## src/rtl/dpram_burst_master_pkg.sv

```systemverilog
// Shared widths, types and FSM encoding for the dual-port RAM burst master.
// Both the top and the read-return buffer import this package.
package dpram_burst_master_pkg;
    localparam int ADDR_W       = 8;
    localparam int BYTE         = 8;
    localparam int RD_BUF_DEPTH = 2;

    typedef logic [ADDR_W-1:0] addr_t;
    typedef logic [BYTE-1:0]   data_t;

    typedef enum logic [1:0] {IDLE, WRITE, READ, DRAIN} state_t;

    typedef struct packed {
        logic  last;
        data_t data;
    } rd_beat_t;
endpackage

```

## src/rtl/dpram_burst_master_if.sv

```systemverilog
// Client-side streams, RAM port and status of one burst master, grouped as one bundle.
// The state field is a read-only view of the master FSM.
interface dpram_burst_master_if;
    import dpram_burst_master_pkg::*;

    // Every stream (cmd, wr, rd) moves one item on a rising edge where valid && ready;
    // a source holds valid and its payload stable until that edge, and valid never waits on ready.
    logic   cmd_valid;
    logic   cmd_ready;
    logic   cmd_write;
    addr_t  cmd_addr;
    addr_t  cmd_len;

    logic   wr_valid;
    logic   wr_ready;
    data_t  wr_data;

    logic   rd_valid;
    logic   rd_ready;
    data_t  rd_data;
    logic   rd_last;

    logic   ram_en;
    logic   ram_we;
    addr_t  ram_addr;
    data_t  ram_wdata;
    data_t  ram_rdata;

    logic   busy;
    logic   done;
    state_t state;

    modport master (
        input  cmd_valid, cmd_write, cmd_addr, cmd_len, wr_valid, wr_data, rd_ready, ram_rdata,
        output cmd_ready, wr_ready, rd_valid, rd_data, rd_last,
        output ram_en, ram_we, ram_addr, ram_wdata, busy, done, state
    );

    modport slave (
        output cmd_valid, cmd_write, cmd_addr, cmd_len, wr_valid, wr_data, rd_ready, ram_rdata,
        input  cmd_ready, wr_ready, rd_valid, rd_data, rd_last,
        input  ram_en, ram_we, ram_addr, ram_wdata, busy, done, state
    );
endinterface

```

## src/rtl/dpram_rd_fifo.sv

```systemverilog
// Two-entry buffer of {last, data} read beats; simultaneous push and pop keeps order.
// Callers never push into a full buffer unless the same cycle pops.
module dpram_rd_fifo
    import dpram_burst_master_pkg::*;
(
    input  logic       clk,
    input  logic       rst_n,
    input  logic       push,
    input  rd_beat_t   push_beat,
    input  logic       pop,
    output rd_beat_t   head,
    output logic [1:0] occ
);
    rd_beat_t mem [RD_BUF_DEPTH];
    logic     wr_ptr;
    logic     rd_ptr;

    always_ff @(posedge clk or negedge rst_n) begin
        if (!rst_n) begin
            for (int i = 0; i < RD_BUF_DEPTH; i++) mem[i] <= '0;
            wr_ptr <= 1'b0;
            rd_ptr <= 1'b0;
            occ    <= 2'd0;
        end else begin
            if (push) begin
                mem[wr_ptr] <= push_beat;
                wr_ptr      <= ~wr_ptr;
            end
            if (pop) rd_ptr <= ~rd_ptr;
            case ({push, pop})
                2'b10:   occ <= occ + 2'd1;
                2'b01:   occ <= occ - 2'd1;
                default: occ <= occ;
            endcase
        end
    end

    assign head = mem[rd_ptr];
endmodule

```

## src/rtl/dpram_burst_master.sv

```systemverilog
// Burst initiator for one RAM port: takes a command, then performs one RAM access per
// cycle, bridging writes from the wr stream and returning reads through a 2-entry buffer.
module dpram_burst_master
    import dpram_burst_master_pkg::*;
(
    input  logic                  clk,
    input  logic                  rst_n,
    dpram_burst_master_if.master  bus
);
    state_t     state, state_nx;
    addr_t      addr_cnt;
    addr_t      beat_cnt;
    logic       inflight;
    logic       inflight_last;
    logic       done_q;
    logic [1:0] occ;
    rd_beat_t   head;
    rd_beat_t   push_beat;
    logic       last_beat, cmd_hs, wr_hs, pop, issue;

    assign last_beat = (beat_cnt == '0);
    assign cmd_hs    = (state == IDLE) && bus.cmd_valid;
    assign wr_hs     = (state == WRITE) && bus.wr_valid;
    assign pop       = (occ != 2'd0) && bus.rd_ready;
    // Issue only if the buffer can absorb this read after accounting for the one in flight.
    assign issue     = (state == READ) &&
                       (({1'b0, occ} + {2'b0, inflight}) < (3'd2 + {2'b0, pop}));
    assign push_beat = '{last: inflight_last, data: bus.ram_rdata};

    always_ff @(posedge clk or negedge rst_n) begin
        if (!rst_n) begin
            state         <= IDLE;
            addr_cnt      <= '0;
            beat_cnt      <= '0;
            inflight      <= 1'b0;
            inflight_last <= 1'b0;
            done_q        <= 1'b0;
        end else begin
            state         <= state_nx;
            inflight      <= issue;
            inflight_last <= issue && last_beat;
            done_q        <= (wr_hs && last_beat) || (pop && head.last);
            if (cmd_hs) begin
                addr_cnt <= bus.cmd_addr;
                beat_cnt <= bus.cmd_len;
            end else if (wr_hs || issue) begin
                addr_cnt <= addr_cnt + 1'b1;
                beat_cnt <= beat_cnt - 1'b1;
            end
        end
    end

    always_comb begin
        state_nx      = state;
        bus.cmd_ready = 1'b0;
        bus.wr_ready  = 1'b0;
        bus.ram_en    = 1'b0;
        bus.ram_we    = 1'b0;
        bus.ram_wdata = '0;
        case (state)
            IDLE: begin
                bus.cmd_ready = 1'b1;
                if (bus.cmd_valid) state_nx = bus.cmd_write ? WRITE : READ;
            end
            WRITE: begin
                bus.wr_ready  = 1'b1;
                bus.ram_en    = bus.wr_valid;
                bus.ram_we    = bus.wr_valid;
                bus.ram_wdata = bus.wr_data;
                if (wr_hs && last_beat) state_nx = IDLE;
            end
            READ: begin
                bus.ram_en = issue;
                if (issue && last_beat) state_nx = DRAIN;
            end
            DRAIN: begin
                if (pop && head.last) state_nx = IDLE;
            end
            default: state_nx = IDLE;
        endcase
    end

    dpram_rd_fifo u_rd_fifo (
        .clk       (clk),
        .rst_n     (rst_n),
        .push      (inflight),
        .push_beat (push_beat),
        .pop       (pop),
        .head      (head),
        .occ       (occ)
    );

    assign bus.ram_addr = addr_cnt;
    assign bus.rd_valid = (occ != 2'd0);
    assign bus.rd_data  = head.data;
    assign bus.rd_last  = (occ != 2'd0) && head.last;
    assign bus.busy     = (state != IDLE);
    assign bus.done     = done_q;
    assign bus.state    = state;
endmodule
```

## src/flat_wrapper.sv

```systemverilog
// flat-port wrapper written by rule: the top's interface ports become plain ports
module dpram_burst_master_flat import dpram_burst_master_pkg::*;
  (clk, rst_n, bus_cmd_valid, bus_cmd_write, bus_cmd_addr, bus_cmd_len, bus_wr_valid, bus_wr_data, bus_rd_ready, bus_ram_rdata, bus_cmd_ready, bus_wr_ready, bus_rd_valid, bus_rd_data, bus_rd_last, bus_ram_en, bus_ram_we, bus_ram_addr, bus_ram_wdata, bus_busy, bus_done, bus_state);
  dpram_burst_master_if bus_i ();
  input  logic clk;
  input  logic rst_n;
  input wire logic [$bits(bus_i.cmd_valid)-1:0] bus_cmd_valid;
  input wire logic [$bits(bus_i.cmd_write)-1:0] bus_cmd_write;
  input wire logic [$bits(bus_i.cmd_addr)-1:0] bus_cmd_addr;
  input wire logic [$bits(bus_i.cmd_len)-1:0] bus_cmd_len;
  input wire logic [$bits(bus_i.wr_valid)-1:0] bus_wr_valid;
  input wire logic [$bits(bus_i.wr_data)-1:0] bus_wr_data;
  input wire logic [$bits(bus_i.rd_ready)-1:0] bus_rd_ready;
  input wire logic [$bits(bus_i.ram_rdata)-1:0] bus_ram_rdata;
  output wire logic [$bits(bus_i.cmd_ready)-1:0] bus_cmd_ready;
  output wire logic [$bits(bus_i.wr_ready)-1:0] bus_wr_ready;
  output wire logic [$bits(bus_i.rd_valid)-1:0] bus_rd_valid;
  output wire logic [$bits(bus_i.rd_data)-1:0] bus_rd_data;
  output wire logic [$bits(bus_i.rd_last)-1:0] bus_rd_last;
  output wire logic [$bits(bus_i.ram_en)-1:0] bus_ram_en;
  output wire logic [$bits(bus_i.ram_we)-1:0] bus_ram_we;
  output wire logic [$bits(bus_i.ram_addr)-1:0] bus_ram_addr;
  output wire logic [$bits(bus_i.ram_wdata)-1:0] bus_ram_wdata;
  output wire logic [$bits(bus_i.busy)-1:0] bus_busy;
  output wire logic [$bits(bus_i.done)-1:0] bus_done;
  output wire logic [$bits(bus_i.state)-1:0] bus_state;
  assign bus_i.cmd_valid = bus_cmd_valid;
  assign bus_i.cmd_write = bus_cmd_write;
  assign bus_i.cmd_addr = bus_cmd_addr;
  assign bus_i.cmd_len = bus_cmd_len;
  assign bus_i.wr_valid = bus_wr_valid;
  assign bus_i.wr_data = bus_wr_data;
  assign bus_i.rd_ready = bus_rd_ready;
  assign bus_i.ram_rdata = bus_ram_rdata;
  assign bus_cmd_ready = bus_i.cmd_ready;
  assign bus_wr_ready = bus_i.wr_ready;
  assign bus_rd_valid = bus_i.rd_valid;
  assign bus_rd_data = bus_i.rd_data;
  assign bus_rd_last = bus_i.rd_last;
  assign bus_ram_en = bus_i.ram_en;
  assign bus_ram_we = bus_i.ram_we;
  assign bus_ram_addr = bus_i.ram_addr;
  assign bus_ram_wdata = bus_i.ram_wdata;
  assign bus_busy = bus_i.busy;
  assign bus_done = bus_i.done;
  assign bus_state = bus_i.state;
  dpram_burst_master u_core (.clk(clk), .rst_n(rst_n), .bus(bus_i));
endmodule
```

## config.mk

```make
export PLATFORM = sky130hd
export DESIGN_NAME = dpram_burst_master_flat
export DESIGN_NICKNAME = d
export VERILOG_FILES = /design/src/rtl/dpram_burst_master_pkg.sv /design/src/rtl/dpram_burst_master_if.sv /design/src/rtl/dpram_rd_fifo.sv /design/src/rtl/dpram_burst_master.sv /design/src/flat_wrapper.sv
export SDC_FILE = /design/constraint.sdc
export NUM_CORES = 1
export LEC_CHECK = 0
export CORE_MARGIN = 5
export CORE_UTILIZATION = 40
export DETAILED_ROUTE_END_ITERATION = 7
export GPL_TIMING_DRIVEN = 0
export MAX_ROUTING_LAYER = met4
export PLACE_DENSITY = 0.69
export SLEW_MARGIN = 30
export SYNTH_ARGS = -nofsm -noshare
export SYNTH_HDL_FRONTEND = slang
export SYNTH_SLANG_ARGS = --single-unit
export TNS_END_PERCENT = 10
```

## constraint.sdc

```tcl
create_clock -name clk -period 5.3 [get_ports clk]
set_input_delay 0.795 -clock clk [delete_from_list [all_inputs] [get_ports clk]]
set_output_delay 0.795 -clock clk [all_outputs]
set_load 0.005 [all_outputs]
```

==> impl_metrics.tcl, run 1 <==
set metrics [dict create \
    drc 0 \
    drv_slew 0 \
    crit_path_start_kind "flop" \
    clkTransAtPathRegs_ps 80 \
    drive_above_1_share_pct 14.9 \
    htreeDepth 2 \
    numPortBuffers 71 \
    via_per_inst 4.86 \
    min_period_over_period_pct 70.2 \
    cts_setup_buffers 0 \
    setup_violations 0 \
    numCtsBuffers 5 \
    cp_cell_sequence "ha_1 -> ha_1 -> nand2b_1 -> o21ai_1 -> nor2_2 -> nor2b_1 -> clkdlybuf4s50_1" \
    die_w_um 85.7 \
    critPathMaxStageDelay_ps 560 \
    cts_root_buffer "clkbuf_8" \
    grt_usage_pct 14.7 \
    crit_slowest_cell "o21ai_1" \
    layout_commonest_cell "clkdlybuf4s50_1" \
    slew_headroom_pct 47.4 \
    reg2regPathDepth 7 \
    cp-end-kind "output port" \
    n_antenna_cell 0 \
    async_flop_share_pct 100 \
    vias 1749 \
    crit_path_frequent_cell "ha_1" \
    cts_resized 0 \
    skew_ps 3.15 \
    clk_latency_ps 290 \
    powerDensity_nw_per_um2 537 \
    ant_nets 0 \
    cp.depth 7 \
    final_hold_viol_count 0 \
    synthCells 209 \
    die_area_um2 7340 \
    synth_area_leader_cell "dfrtp_1" \
    crit_buf_inv 1 \
    vdd_drop_max_uv 226 \
    drv_cap 0 \
    dpl.hpwl_mm 3.80 \
    grt_pass1_vias 1822 \
    syn-num-nets 257 \
    rsz0062_at_grt "false" \
    grt_overflow 0 \
    routedWlPerCell_um 14.1 \
    ys_seq_area_share_pct 47.0 \
    grt_pass1_wl_mm 8.39 \
    yosys_warnings 0 \
    synth_flop_cell "dfrtp_1" \
    required_ps 4510 \
    crit_family "simple AND/OR/NAND/NOR gates" \
    drt_iter0_drc 28 \
    ys_seq_elements 43 \
    fillCellCount 510 \
    routed_wl_mm 5.08 \
    cp_max_fo 10 \
    row_count 27 \
    synth_area_um2 2290 \
    seqCellArea_um2 1080 \
    cts_tree "built" \
    antenna_found_initial 0 \
    layout_common_cells "clkdlybuf4s50_1 (70), dfrtp_1 (43), mux2_2 (27)" \
    start_util_pct 41.4 \
    multi_input_area_um2 1160 \
    grt_max_degree 44 \
    clockBufferDepth 2 \
    fmax_mhz 269 \
    fin_tns_setup_ps 0 \
    area_growth_pct 38.6 \
    synthDominantCellAreaShare_pct 47.0 \
    ys_types 37 \
    critPathKind "reg2out" \
    critPathArrivalTime_ps 2930 \
    syn_avg_cell_area_um2 11.0 \
    coreArea_um2 5540 \
    yosys-top-cells-area "dfrtp_1 (47%), mux2_2 (13%), ha_1 (5.5%)" \
    drt-pass1-iter-count 3 \
    routabilityCongestion 0.720 \
    hold_buffers 0 \
    period_needed_ps 3720 \
    fin_nets 335 \
    pin_count 72 \
    outcome "completed" \
    min_path_type "in2async" \
    power_leakage_nw 1.32 \
    clkSinkCount 43 \
    worst_pin_slew_ps 786 \
    synth_edf_count 0 \
    fp.dieH_um 85.7 \
    fin_util_pct 57.3 \
]
==> where the power goes <==
part           total [mW]  internal (mW)  switching (mW)
logic               0.891          0.522           0.368
clock network       0.207         0.0922           0.115
registers           0.608          0.482           0.126
total                1.71           1.10           0.609
==> metrics by stage <==
stage | power [mW] | hold slack [ps] | setup WS (ps) | cell area (µm²) | instances
CTS | 1.73 | 493 | 1590 | 3170 | 360
detailed placement | 1.52 | 488 | 1730 | 3090 | 352
global placement | 1.50 | 477 | 1720 | 3090 | 352
global route | 1.85 | 518 | 1470 | 3170 | 360
floorplan | 1.12 | 461 | 2730 | 2290 | 209
finish | 1.71 | 474 | 1580 | 3170 | 360
==> cell type report <==
type	count	share of cell area, %
Inverter	11	1.30
Timing Repair Buffer	71	22.3
Multi-Input combinational cell	152	36.6
Clock inverter	2	0.394
Clock buffer	6	2.29
Sequential cell	43	33.9
Buffer	3	0.355
Tap cell	72	2.84
==> worst register-to-register path: stages, from the launching register on <==
cell      delay, ps
dfrtp_1         460
ha_1            240
ha_1            300
nand2b_1        150
o21ai_1         560
nor2_2          240
or4_1           540
a31oi_1         160
==> sequential cells by signal, summed over array words and instances, names as in the netlist <==
| register | count |
|---|---|
| u_core.u_rd_fifo.wr_ptr | 1 |
| u_core.beat_cnt | 8 |
| u_core.u_rd_fifo.rd_ptr | 1 |
| u_core.bus.ram_addr | 8 |
| u_core.bus.done | 1 |
| u_core.u_rd_fifo.occ | 2 |
| u_core.inflight | 1 |
| u_core.u_rd_fifo.mem | 18 |
| u_core.inflight_last | 1 |
| u_core.bus.state | 2 |
==> layer usage <==
layer,track usage [%],routed length [µm],share of wire (%),up-vias
met5,-,0,0,-
met4,5.18,66,1.3,0
met3,2.98,202,4.0,4
met2,25.3,2610,51,33
met1,17.1,2200,43,832
li1,-,-,-,880
==> Yosys cell counts (2+ instances only) <==
library cell / count
inv_1: 11
nor4b_4: 2
a31oi_1: 4
o211ai_1: 3
dfrtp_1: 43
xnor2_1: 4
nand3_1: 2
o21ai_0: 16
mux2_2: 27
nand2_1: 15
a21oi_1: 4
or3_1: 3
nor2_1: 17
and2_1: 10
clkbuf_1: 2
nor3_1: 2
mux2i_1: 3
xor2_1: 11
mux2_1: 2
nor2b_1: 2
ha_1: 10
==> logic make-up after synthesis <==
logic type	Yosys count	synth area share, %
AND/OR/NAND/NOR	60	14.6
adder cells (fa/ha/maj)	10	5.46
buffers and inverters	14	2.29
multiplexers	32	15.6
flip-flops	43	47.0
XOR/XNOR	15	5.73
AO/OA/AOI/OAI	35	9.39
==> final timing paths <==
path	start	slack, ps	to
worst min register to register	u_core.u_rd_fifo.wr_ptr$_DFFE_PN0P_	500	u_core.u_rd_fifo.wr_ptr$_DFFE_PN0P_
worst max-delay path	u_core.u_rd_fifo.occ[0]$_DFFE_PN0P_	1580	bus_ram_en
min in group clk	u_core.u_rd_fifo.wr_ptr$_DFFE_PN0P_	500	u_core.u_rd_fifo.wr_ptr$_DFFE_PN0P_
worst min-delay path	rst_n	470	u_core.u_rd_fifo.mem[0]$_DFFE_PN0P_
max in group asynchronous	rst_n	4450	u_core.beat_cnt[6]$_DFFE_PN0P_
worst max register to register	u_core.u_rd_fifo.occ[0]$_DFFE_PN0P_	2570	u_core.bus.ram_addr[7]$_DFFE_PN0P_
No activity file was read; power rests on OpenSTA's default activity.
==> inputs of run 2 (changes only) <==
Clock period 5.3 ns to 3.6 ns, I/O delays scaled along.
==> results of run 2 <==
The final DEF is identical to that of run 1. Status: completed.
Among the figures that moved: setup slack after placement 1730 ps -> 497 ps; setup slack after layout 1580 ps -> 133 ps; hold slack 474 ps -> 219 ps; register-to-register setup slack 2570 ps -> 870 ps; total power 1.71 mW -> 2.51 mW; worst IR drop on VDD 226 µV -> 332 µV
